$ cat config.mk
export PLATFORM = sky130hd
export DESIGN_NAME = sync_debounce
export DESIGN_NICKNAME = d
export VERILOG_FILES = /design/src/rtl/sync_debounce.sv
export SDC_FILE = /design/constraint.sdc
export NUM_CORES = 1
export LEC_CHECK = 0
export ABC_CLOCK_PERIOD_IN_PS = 3800
export BUFFER_PORTS_ARGS = -buffer_cell sky130_fd_sc_hd__buf_2
export CAP_MARGIN = 30
export CORE_AREA = 8 8 45 47
export CTS_BUF_LIST = sky130_fd_sc_hd__clkbuf_8
export DETAILED_ROUTE_END_ITERATION = 6
export DIE_AREA = 0 0 53 55
export PLACE_DENSITY = 0.38
export SLEW_MARGIN = 10
export SYNTH_ARGS = -nofsm -noshare
export SYNTH_HDL_FRONTEND = slang
export SYNTH_SLANG_ARGS = --single-unit
$ cat constraint.sdc
create_clock -name c -period 3.8 [get_ports c]
set_input_delay 0.95 -clock c [delete_from_list [all_inputs] [get_ports c]]
set_output_delay 0.95 -clock c [all_outputs]
set_load 0.005 [all_outputs]
$ cat src/rtl/sync_debounce.sv
// sync_debounce: S-stage synchronizer plus per-channel debounce filter.
// Ports: c clock; rst sync active-high reset; d async inputs (W);
//        q debounced level (W); rise/fall edge pulses (W);
//        chg OR of all pulses. Every output is a flop.
module sync_debounce #(
  parameter int              W       = 1,
  parameter int              S       = 2,
  parameter int              DB      = 4,
  parameter logic [W-1:0]    RST_VAL = {W{1'b0}}
) (
  input  logic         c,
  input  logic         rst,
  input  logic [W-1:0] d,
  output logic [W-1:0] q,
  output logic [W-1:0] rise,
  output logic [W-1:0] fall,
  output logic         chg
);

  localparam int CW = (DB > 1) ? $clog2(DB) : 1;
  localparam logic [CW-1:0] CMAX = CW'(DB - 1);

  // Keep the chain as discrete flops: an SRL would wreck the
  // metastability margin between stages.
  (* shreg_extract = "no", srl_style = "register" *)
  logic [S-1:0][W-1:0] sync_q = {S{RST_VAL}};
  logic [S-1:0][W-1:0] sync_d;

  logic [W-1:0][CW-1:0] cnt_q = '0;
  logic [W-1:0][CW-1:0] cnt_d;

  logic [W-1:0] q_q    = RST_VAL;
  logic [W-1:0] rise_q = '0;
  logic [W-1:0] fall_q = '0;
  logic         chg_q  = 1'b0;

  logic [W-1:0] q_d;
  logic [W-1:0] rise_d;
  logic [W-1:0] fall_d;
  logic         chg_d;
  logic [W-1:0] y;

  always_comb begin
    sync_d = {sync_q[S-2:0], d};
    y      = sync_q[S-1];
    cnt_d  = cnt_q;
    q_d    = q_q;
    for (int i = 0; i < W; i++) begin
      if (y[i] == q_q[i]) begin
        cnt_d[i] = '0;
      end else if (cnt_q[i] == CMAX) begin
        q_d[i]   = y[i];
        cnt_d[i] = '0;
      end else begin
        cnt_d[i] = cnt_q[i] + CW'(1);
      end
    end
    rise_d = q_d & ~q_q;
    fall_d = ~q_d & q_q;
    chg_d  = |(rise_d | fall_d);
  end

  always_ff @(posedge c) begin
    if (rst) begin
      sync_q <= {S{RST_VAL}};
      cnt_q  <= '0;
      q_q    <= RST_VAL;
      rise_q <= '0;
      fall_q <= '0;
      chg_q  <= 1'b0;
    end else begin
      sync_q <= sync_d;
      cnt_q  <= cnt_d;
      q_q    <= q_d;
      rise_q <= rise_d;
      fall_q <= fall_d;
      chg_q  <= chg_d;
    end
  end

  assign q    = q_q;
  assign rise = rise_q;
  assign fall = fall_q;
  assign chg  = chg_q;

endmodule

# Yosys cells after proc, flatten, opt, wreduce, memory -nomap -nowiden
# Index checks and enable logic that the tools add are counted.
# W data, S select, Z words.
# word_totals
register_bits	8
input_bits	3
output_inout_bits	4
word_cells	18
# classes
addsub	1
eq_ne	2
mux	2
n_bitwise	5
n_reduce_logical	1
# op_table
op	n
$reduce_or A3 Y1	1
$add A2 B1 Y2 const B	1
$and A1 B1 Y1	2
$eq A2 B2 Y1 const B	1
$mux W1	2
$not A1 Y1	2
$eq A1 B1 Y1	1
$or A1 B1 Y1	1

# Logic depth before layout (Yosys ltp)
# Gate-level depths: netlist of the first run.
# depth
depth_word	6
mapped_depth	4
mapped_depth_nobuf	4

# Worst setup path before layout of the first run
# No wires, ideal clock.
# synth_timing
kind	register to output
start	reg q_q (netlist: q)
end	out q
t_arrival_ns	0.360
t_required_ns	2.850
path_slack_ns	2.490
stages_incl_launch_ff	1
n_path_buf	0
cell_sequence	dfxtp_1
# synth_lines
element	line	rtl
start, declared	32	logic [W-1:0] q_q = RST_VAL;
start signal, assigned	74	q_q <= q_d;
end, declared	14	output logic [W-1:0] q,
# No word-level cell between the ends.

# Final worst setup path of the first run
# layout_timing
start	reg q_q (netlist: q)
end	out q
# No word-level cell between the ends.

==> results of run 1 <==
## synthesized netlist by cell type (all sizes together)
master  n  area (um2)
nor2b   4        32.5
nor4    1        6.26
dfxtp   8         160
xnor2   1        8.76
nor4b   2        23.8
mux2    1        15.0
nor2    1        3.75
inv     1        3.75
ha      2        25.0
## power by group
group	switching, uW	internal [uW]	leakage (uW)
combinational	2.21	1.83	0.0000682
clock	29.4	68.2	0.0000216
sequential	0.605	85.7	0.0000649
total	32.2	156	0.000155
## routing by layer
layer	track usage [%]	part of all wire (%)	up-vias
met5	0	0	-
met4	3.88	1.2	0
met3	4.28	15	2
met2	5.47	47	8
met1	2.59	37	81
li1	-	-	90
## flip-flops by register name, indices dropped and copies added (netlist names)
name    count
q           1
sync_q      1
cnt_q       2
chg         1
fall        1
rise        1
y           1
## logic make-up after synthesis
kind of cell / after synthesis
DFF: 8
adders and majority gates: 2
xor gates and xnor gates: 1
buffers and inverters: 1
and+or+nand+nor: 8
muxes: 1
## worst register-to-register path: stages (launching register included)
cell	delay [ps]
dfxtp_1	320
ha_1	250
mux2_4	330
ha_1	270
nor2_1	40
## metrics by stage
step | instances | worst slack, ps | total power, uW | utilization [%]
5_1_grt | 46 | 2060 | 200 | 26.8
3_5_place_dp | 43 | 2330 | 91.8 | 23.8
2_1_floorplan | 21 | 2490 | 89.1 | -
3_3_place_gp | 43 | 2350 | 91.7 | 23.8
6_report | 46 | 2110 | 188 | 26.8
4_1_cts | 46 | 2100 | 191 | 26.8
## how the worst min path moves through the flow
stage                             start                  end  slack, ps  depth (start not counted)
detailed placement  cnt_q[0]$_SDFF_PP0_  cnt_q[0]$_SDFF_PP0_        420                          1
global placement    cnt_q[0]$_SDFF_PP0_  cnt_q[0]$_SDFF_PP0_        430                          1
floorplan           cnt_q[0]$_SDFF_PP0_  cnt_q[0]$_SDFF_PP0_        400                          1
finish              cnt_q[0]$_SDFF_PP0_  cnt_q[0]$_SDFF_PP0_        430                          1
CTS                 cnt_q[0]$_SDFF_PP0_  cnt_q[0]$_SDFF_PP0_        430                          1
global route        cnt_q[0]$_SDFF_PP0_  cnt_q[0]$_SDFF_PP0_        440                          1
## area by class of cell
| type | count | area share [%] |
|---|---|---|
| multi-input combinational | 12 | 31.1 |
| tap | 16 | 5.41 |
| timing repair buffer | 6 | 8.11 |
| inverter | 1 | 1.01 |
| clock buffer | 3 | 11.1 |
| sequential | 8 | 43.2 |
## cell usage in the layout, fill, tap and decap left out, drive strengths merged
master	n
dfxtp	8
buf	6
nor2b	4
clkbuf	3
ha	2
nor4b	2
inv	1
mux2	1
xnor2	1
nor2	1
nor4	1
==> flow_metrics.env, run 1 <==
export IMPL_core_mm2=0.00138
export IMPL_num_antenna_cells=0
export IMPL_fin_hold_ws_ps=429
export IMPL_rsz0062_at_grt="no"
export IMPL_synth_area_per_cell_um2=13.3
export IMPL_crit_chain="buf_2"
export IMPL_clockRootBuffer="clkbuf_8"
export IMPL_dpl_instance_area_um2=329
export IMPL_setup_tns_ps=0
export IMPL_grt_overflow_total=0
export IMPL_cts_buffers=3
export IMPL_relSlewSlack_pct=82.6
export IMPL_reg2reg_depth=4
export IMPL_power_density_mw_per_mm2=508
export IMPL_wirelength_um=427
export IMPL_cts_buffer_depth=2
export IMPL_worst_ir_drop_vdd_mv=0.212
export IMPL_cpMaxStageDelayCell="dfxtp_1"
export IMPL_synth_adder_area_share_pct=8.97
export IMPL_ant_nets=0
export IMPL_syn_num_nets=26
export IMPL_grt_max_degree=9
export IMPL_num_rows=14
export IMPL_outcome="finished, final reports clean"
export IMPL_required_ps=2850
export IMPL_initialDrtViolationCount=1
export IMPL_initial_utilization_pct=20.2
export IMPL_synth_compound_area_share_pct=0
export IMPL_period_share_pct=44.4
export IMPL_cts_max_level=1
export IMPL_drv_slew=0
export IMPL_multiInputGateArea_um2=115
export IMPL_mappedNetlistArea_um2=279
export IMPL_postSynthCellCount=21
export IMPL_synth_top_family_by_area="simple AND/OR/NAND/NOR gates"
export IMPL_gr_usage_all_layers_pct=3.83
export IMPL_yosysUniqueCellTypes=11
export IMPL_cts_hold_buf=0
export IMPL_critPathCapture="q"
export IMPL_antenna_found_initial=0
export IMPL_cts_sinks=8
export IMPL_min_period_ps=1690
export IMPL_worst_path_buf_inv=1
export IMPL_r2r_end="chg$_SDFF_PP0_"
export IMPL_hold_path_class="reg2reg"
export IMPL_clk_pin_slew_ps=40
export IMPL_die_h_um=55
export IMPL_yosys_area_share_simple_pct=23.8
export IMPL_fin_skew_ps=1.11
export IMPL_area_growth_pct=32.7
export IMPL_finalHoldViolCount=0
export IMPL_ff2ff_setup_slack_ps=2480
export IMPL_worstMarginPinSlew_ps=258
export IMPL_crit_family="flip-flops"
export IMPL_io_buffers=6
export IMPL_finalInstanceArea_um2=370
export IMPL_timing_fmax_mhz=593
export IMPL_insertion_delay_ps=220
export IMPL_cts_setup_buffers=0
export IMPL_post_cts_resized=0
export IMPL_path_depth=1
export IMPL_worst_path_largest_cell_delay_ps=380
export IMPL_worstSetupPathType="reg2out"
export IMPL_drive_gt1_share_pct=40.0
export IMPL_ioPinCount=7
export IMPL_startpoint_type="flop"
export IMPL_die_area_mm2=0.00292
export IMPL_grt_pass1_vias=194
export IMPL_vias=181
export IMPL_p_leak_uw=0.000155
export IMPL_drv_cap=0
export IMPL_grt_pass1_wl_um=717
export IMPL_synthMuxAreaShare_pct=5.38
export IMPL_cts_tree="done"
export IMPL_synth_xor_area_share_pct=3.14
export IMPL_drt_pass1_iterations=2
export IMPL_place_gp_congestion=0.628
export IMPL_vias_per_cell=3.93
export IMPL_startpoint="q$_SDFF_PP0_"
export IMPL_yosysWarnings=0
export IMPL_r2r_start="cnt_q[0]$_SDFF_PP0_"
export IMPL_routedWlPerCell_um=9.28
export IMPL_die_w_um=53
export IMPL_arrival_ps=740
export IMPL_nNetsFinal=37
export IMPL_setup_violations=0
export IMPL_final_seq_area_um2=160
export IMPL_cp_max_fo=4
export IMPL_crit_path_end_kind="output pin"
export IMPL_synth_seq_area_share_pct=57.4
export IMPL_drc=0
export IMPL_synth_seq_cells=8
export IMPL_n_fill_cell=142
Note: power is estimated with default switching activity, not from simulation.
==> run 2, diff against run 1 <==
--- a/config.mk
+++ b/config.mk
@@ -5,7 +5,7 @@
 export SDC_FILE = /design/constraint.sdc
 export NUM_CORES = 1
 export LEC_CHECK = 0
-export ABC_CLOCK_PERIOD_IN_PS = 3800
+export ABC_CLOCK_PERIOD_IN_PS = 1800
 export BUFFER_PORTS_ARGS = -buffer_cell sky130_fd_sc_hd__buf_2
 export CAP_MARGIN = 30
 export CORE_AREA = 8 8 45 47
==> constraint.sdc (replaced) <==
create_clock -name c -period 1.8 [get_ports c]
set_input_delay 0.45 -clock c [delete_from_list [all_inputs] [get_ports c]]
set_output_delay 0.45 -clock c [all_outputs]
set_load 0.005 [all_outputs]
==> run 2 against run 1 <==
  * Via count is 7.7% lower
  * Routed wire length increased by 5.6%
  * Final cell count unchanged
  * Die area is the same
  * Sequential cell count is the same
  * Critical endpoint is now chg$_SDFF_PP0_
  * Global-route usage up 0.44 points
  * Sequential power up 110%
  * Setup slack worse by 1600 ps
  * Design area unchanged
  * Highest routed layer is now met3
  * Register-to-register slack got worse by 2000 ps
  * First-iteration DRC count grew 100%
  * Critical path depth increased by 3
==> flow_metrics.env, run 2 (synthesized netlist as in run 1, its figures left out) <==
export IMPL_outcome="finished, final reports clean"
export IMPL_crit_chain="ha_1 -> mux2_4 -> ha_1 -> nor2_1"
export IMPL_min_period_ps=1330
export IMPL_largest_reg_flops=2
export IMPL_worst_ir_drop_vdd_mv=0.332
export IMPL_initial_utilization_pct=20.2
export IMPL_ioPinCount=7
export IMPL_setup_tns_ps=0
export IMPL_finalHoldViolCount=0
export IMPL_num_antenna_cells=0
export IMPL_vias_per_cell=3.63
export IMPL_drv_cap=0
export IMPL_arrival_ps=1440
export IMPL_relSlewSlack_pct=80.6
export IMPL_die_area_mm2=0.00292
export IMPL_core_mm2=0.00138
export IMPL_final_common_cell="dfxtp_1"
export IMPL_met2_length_um=181
export IMPL_place_gp_congestion=0.619
export IMPL_ant_nets=0
export IMPL_cpMaxStageDelayCell="dfxtp_1"
export IMPL_grt_pass1_vias=188
export IMPL_drc=0
export IMPL_worstSetupPathType="reg2reg"
export IMPL_rsz0062_at_grt="no"
export IMPL_clk_pin_slew_ps=40
export IMPL_top_layer="met3"
export IMPL_cts_tree="done"
export IMPL_fin_hold_ws_ps=435
export IMPL_crit_path_end_kind="flop"
export IMPL_grt_overflow_total=0
export IMPL_p_leak_uw=0.000155
export IMPL_power_density_mw_per_mm2=1080
export IMPL_layout_common_cells="8 x dfxtp_1, 6 x buf_2, 3 x nor2b_1, 3 x clkbuf_8, 2 x ha_1"
export IMPL_drive_gt1_share_pct=40.0
export IMPL_wl_met1_um=202
export IMPL_post_cts_resized=0
export IMPL_grt_max_degree=9
export IMPL_wl_met3_um=67
export IMPL_dp_cells=43
export IMPL_insertion_delay_ps=220
export IMPL_startpoint_type="flop"
export IMPL_setup_violations=0
export IMPL_clockRootBuffer="clkbuf_8"
export IMPL_grt_pass1_wl_um=786
export IMPL_die_w_um=53
export IMPL_wirelength_um=451
export IMPL_hold_path_class="in2reg"
export IMPL_worst_path_largest_cell_delay_ps=330
export IMPL_gr_usage_all_layers_pct=4.26
export IMPL_initialDrtViolationCount=2
export IMPL_nNetsFinal=37
export IMPL_crit_path_frequent_cell="ha_1"
export IMPL_worst_path_buf_inv=0
export IMPL_cts_hold_buf=0
export IMPL_cts_max_level=1
export IMPL_drt_pass1_iterations=3
export IMPL_die_h_um=55
export IMPL_cts_sinks=8
export IMPL_required_ps=1910
export IMPL_cp_max_fo=4
export IMPL_fin_cells=46
export IMPL_num_rows=14
export IMPL_area_growth_pct=32.7
export IMPL_routedWlPerCell_um=9.80
export IMPL_crit_family="adder cells"
export IMPL_timing_fmax_mhz=754
export IMPL_antenna_found_initial=0
export IMPL_largest_register="cnt_q"
export IMPL_io_buffers=6
export IMPL_period_share_pct=73.7
export IMPL_fin_skew_ps=0.904
export IMPL_cts_buffer_depth=2
export IMPL_cts_setup_buffers=0
export IMPL_cts_buffers=3
export IMPL_drv_slew=0
export IMPL_worstMarginPinSlew_ps=287
export IMPL_vias=167
run 2: worst paths after layout:
kind              cells after the start  slack [ps]                 from                   end
setup reg to reg                      4         470  cnt_q[0]$_SDFF_PP0_        chg$_SDFF_PP0_
setup / recovery                      4         470  cnt_q[0]$_SDFF_PP0_        chg$_SDFF_PP0_
hold / removal                        2         440                    d  sync_q[0]$_SDFF_PP0_
hold reg to reg                       1         440  cnt_q[0]$_SDFF_PP0_   cnt_q[0]$_SDFF_PP0_
run 2: worst reg2reg max path: stages (launching register included):
cell     delay (ps)
dfxtp_1         330
ha_1            250
mux2_4          330
ha_1            270
nor2_1           40
run 2: power by group:
| group | internal (uW) | total [uW] | leakage, uW | switching (uW) |
|---|---|---|---|---|
| registers | 181 | 182 | 0.0000649 | 1.45 |
| logic | 3.86 | 8.33 | 0.0000682 | 4.47 |
| clock network | 144 | 208 | 0.0000216 | 63.5 |
run 2: final cells by class:
type / instances / area, um2
flip-flops and latches: 8 / 160
fillers: 144 / 1010
inverters: 1 / 3.75
multi-input cells: 12 / 115
repair buffers: 6 / 30.0
well taps: 16 / 20.0
clock buffers: 3 / 41.3
run 2: per-stage QoR:
stage	util, %	cell area (um2)	setup WS [ps]	power (uW)
CTS	26.8	370	481	407
global route	26.8	370	420	423
floorplan	-	279	549	188
detailed placement	23.8	329	490	194
global placement	23.8	329	493	194
finish	26.8	370	474	398
run 2: routing by layer:
layer | vias up | GRT usage, %
met5 | - | 0
met4 | 0 | 3.88
met3 | 0 | 5.35
met2 | 7 | 4.69
met1 | 71 | 3.80
li1 | 89 | -
==> run 3, diff against run 2 <==
--- a/config.mk
+++ b/config.mk
@@ -5,14 +5,14 @@
 export SDC_FILE = /design/constraint.sdc
 export NUM_CORES = 1
 export LEC_CHECK = 0
-export ABC_CLOCK_PERIOD_IN_PS = 1800
+export ABC_CLOCK_PERIOD_IN_PS = 1200
 export BUFFER_PORTS_ARGS = -buffer_cell sky130_fd_sc_hd__buf_2
 export CAP_MARGIN = 30
 export CORE_AREA = 8 8 45 47
 export CTS_BUF_LIST = sky130_fd_sc_hd__clkbuf_8
 export DETAILED_ROUTE_END_ITERATION = 6
 export DIE_AREA = 0 0 53 55
-export PLACE_DENSITY = 0.38
+export PLACE_DENSITY = 0.4
 export SLEW_MARGIN = 10
 export SYNTH_ARGS = -nofsm -noshare
 export SYNTH_HDL_FRONTEND = slang
==> constraint.sdc (replaced) <==
create_clock -name c -period 1.2 [get_ports c]
set_input_delay 0.3 -clock c [delete_from_list [all_inputs] [get_ports c]]
set_output_delay 0.3 -clock c [all_outputs]
set_load 0.005 [all_outputs]
==> run 3 against run 2 <==
  * Via count grew 14%
  * Die area is the same
  * Count of clock-buffer cells in the layout is the same
  * Clock power grew 50%
  * Global-route usage grew 0.50 points
  * First-iteration DRC count grew 50%
  * Final cell count grew 4.3%
==> flow_metrics.env, run 3 (synthesized netlist as in run 1, its figures left out) <==
export IMPL_io_buffers=6
export IMPL_setup_violations=0
export IMPL_relSlewSlack_pct=84.4
export IMPL_grt_overflow_total=0
export IMPL_antenna_found_initial=0
export IMPL_area_growth_pct=48.0
export IMPL_cts_buffers=3
export IMPL_grt_pass1_vias=198
export IMPL_finalHoldViolCount=0
export IMPL_r2r_start="cnt_q[0]$_SDFF_PP0_"
export IMPL_num_rows=14
export IMPL_cts_tree="done"
export IMPL_required_ps=1310
export IMPL_cts_max_level=1
export IMPL_largest_register="cnt_q"
export IMPL_worst_ir_drop_vdd_mv=0.583
export IMPL_wl_met1_um=208
export IMPL_worstMarginPinSlew_ps=230
export IMPL_initialDrtViolationCount=3
export IMPL_met2_length_um=236
export IMPL_drv_cap=0
export IMPL_worstSetupPathType="reg2reg"
export IMPL_routedWlPerCell_um=10.9
export IMPL_gr_usage_all_layers_pct=4.76
export IMPL_num_antenna_cells=0
export IMPL_vias_per_cell=3.96
export IMPL_wl_met3_um=49
export IMPL_critPathCapture="chg$_SDFF_PP0_"
export IMPL_largest_reg_flops=2
export IMPL_period_share_pct=99.8
export IMPL_startpoint_type="flop"
export IMPL_timing_fmax_mhz=835
export IMPL_drt_pass1_iterations=2
export IMPL_finalPower_uw=599
export IMPL_crit_path_end_kind="flop"
export IMPL_ioPinCount=7
export IMPL_arrival_ps=1310
export IMPL_ant_nets=0
export IMPL_layout_common_cells="6 x dfxtp_1, 6 x buf_2, 3 x nor2b_1, 3 x clkbuf_8"
export IMPL_vias=190
export IMPL_die_area_mm2=0.00292
export IMPL_drc=0
export IMPL_core_mm2=0.00138
export IMPL_clockRootBuffer="clkbuf_8"
export IMPL_drv_slew=0
export IMPL_rsz0062_at_grt="yes"
export IMPL_min_period_ps=1200
export IMPL_initial_utilization_pct=20.2
export IMPL_fin_skew_ps=1.97
export IMPL_r2r_end="chg$_SDFF_PP0_"
export IMPL_drive_gt1_share_pct=56.3
export IMPL_reg2reg_depth=4
export IMPL_place_gp_congestion=0.621
export IMPL_clk_pin_slew_ps=40
export IMPL_outcome="finished, final reports clean"
export IMPL_cp_max_fo=2
export IMPL_p_leak_uw=0.000165
export IMPL_hpwl_um=412
export IMPL_top_layer="met4"
export IMPL_ff2ff_setup_slack_ps=3
export IMPL_grt_pass1_wl_um=876
export IMPL_startpoint="cnt_q[0]$_SDFF_PP0_"
export IMPL_insertion_delay_ps=220
export IMPL_die_h_um=55
export IMPL_fin_hold_ws_ps=284
export IMPL_power_density_mw_per_mm2=1450
export IMPL_hold_path_class="in2reg"
export IMPL_wirelength_um=521
export IMPL_grt_max_degree=9
export IMPL_die_w_um=53
export IMPL_nNetsFinal=39
export IMPL_cts_sinks=8
export IMPL_cts_buffer_depth=2
[run 3: worst min-delay path by stage]
stage	startpoint	end	slack, ps	cells after the start
after global routing	d	sync_q[0]$_SDFF_PP0_	300	2
after detailed placement	sync_q[0]$_SDFF_PP0_	y$_SDFF_PP0_	440	1
after CTS	d	sync_q[0]$_SDFF_PP0_	280	2
final	d	sync_q[0]$_SDFF_PP0_	280	2
after global placement	cnt_q[0]$_SDFF_PP0_	cnt_q[0]$_SDFF_PP0_	430	1
after floorplan	rst	q$_SDFF_PP0_	360	1
[run 3: metal layers]
layer,vias up,global-route usage (%)
met5,-,0
met4,0,7.76
met3,4,2.14
met2,7,5.47
met1,84,5.03
li1,95,-
[run 3: area by class of cell]
| type | count | area (um2) |
|---|---|---|
| Clock buffer | 3 | 41.3 |
| Multi-Input combinational cell | 12 | 140 |
| Sequential cell | 8 | 163 |
| Fill cell | 150 | 971 |
| Timing Repair Buffer | 8 | 45.0 |
| Tap cell | 16 | 20.0 |
| Inverter | 1 | 3.75 |
[run 3: power by group]
group	internal, uW	leakage, uW	total (uW)	switching [uW]
Clock	216	0.0000216	312	95.4
Combinational	6.00	0.0000772	13.1	7.06
Sequential	272	0.0000659	274	2.53
Total	494	0.000165	599	105
[run 3: timing repair]
item                                    in CTS  in global routing
gates resized for setup                      1                  0
endpoints found under the setup margin       2                  2
buffers inserted                             1                  0
hold buffers                                 0                  0
[run 3: critical path: stages (launching register included)]
cell	delay [ps]
dfxtp_2	330
ha_4	160
mux2_4	310
ha_4	260
nor2_1	30
[run 3: stage by stage]
stage	worst slack, ps	cells	utilization [%]	setup TNS [ps]	instance area (um2)
finish	2.86	48	29.8	0	413
global placement	-3.46	44	26.2	-3.46	363
floorplan	4.15	21	-	0	305
global route	-28.2	48	29.8	-53.9	413
CTS	-1.67	48	29.8	-1.67	413
detailed placement	-26.3	44	26.2	-40.0	363
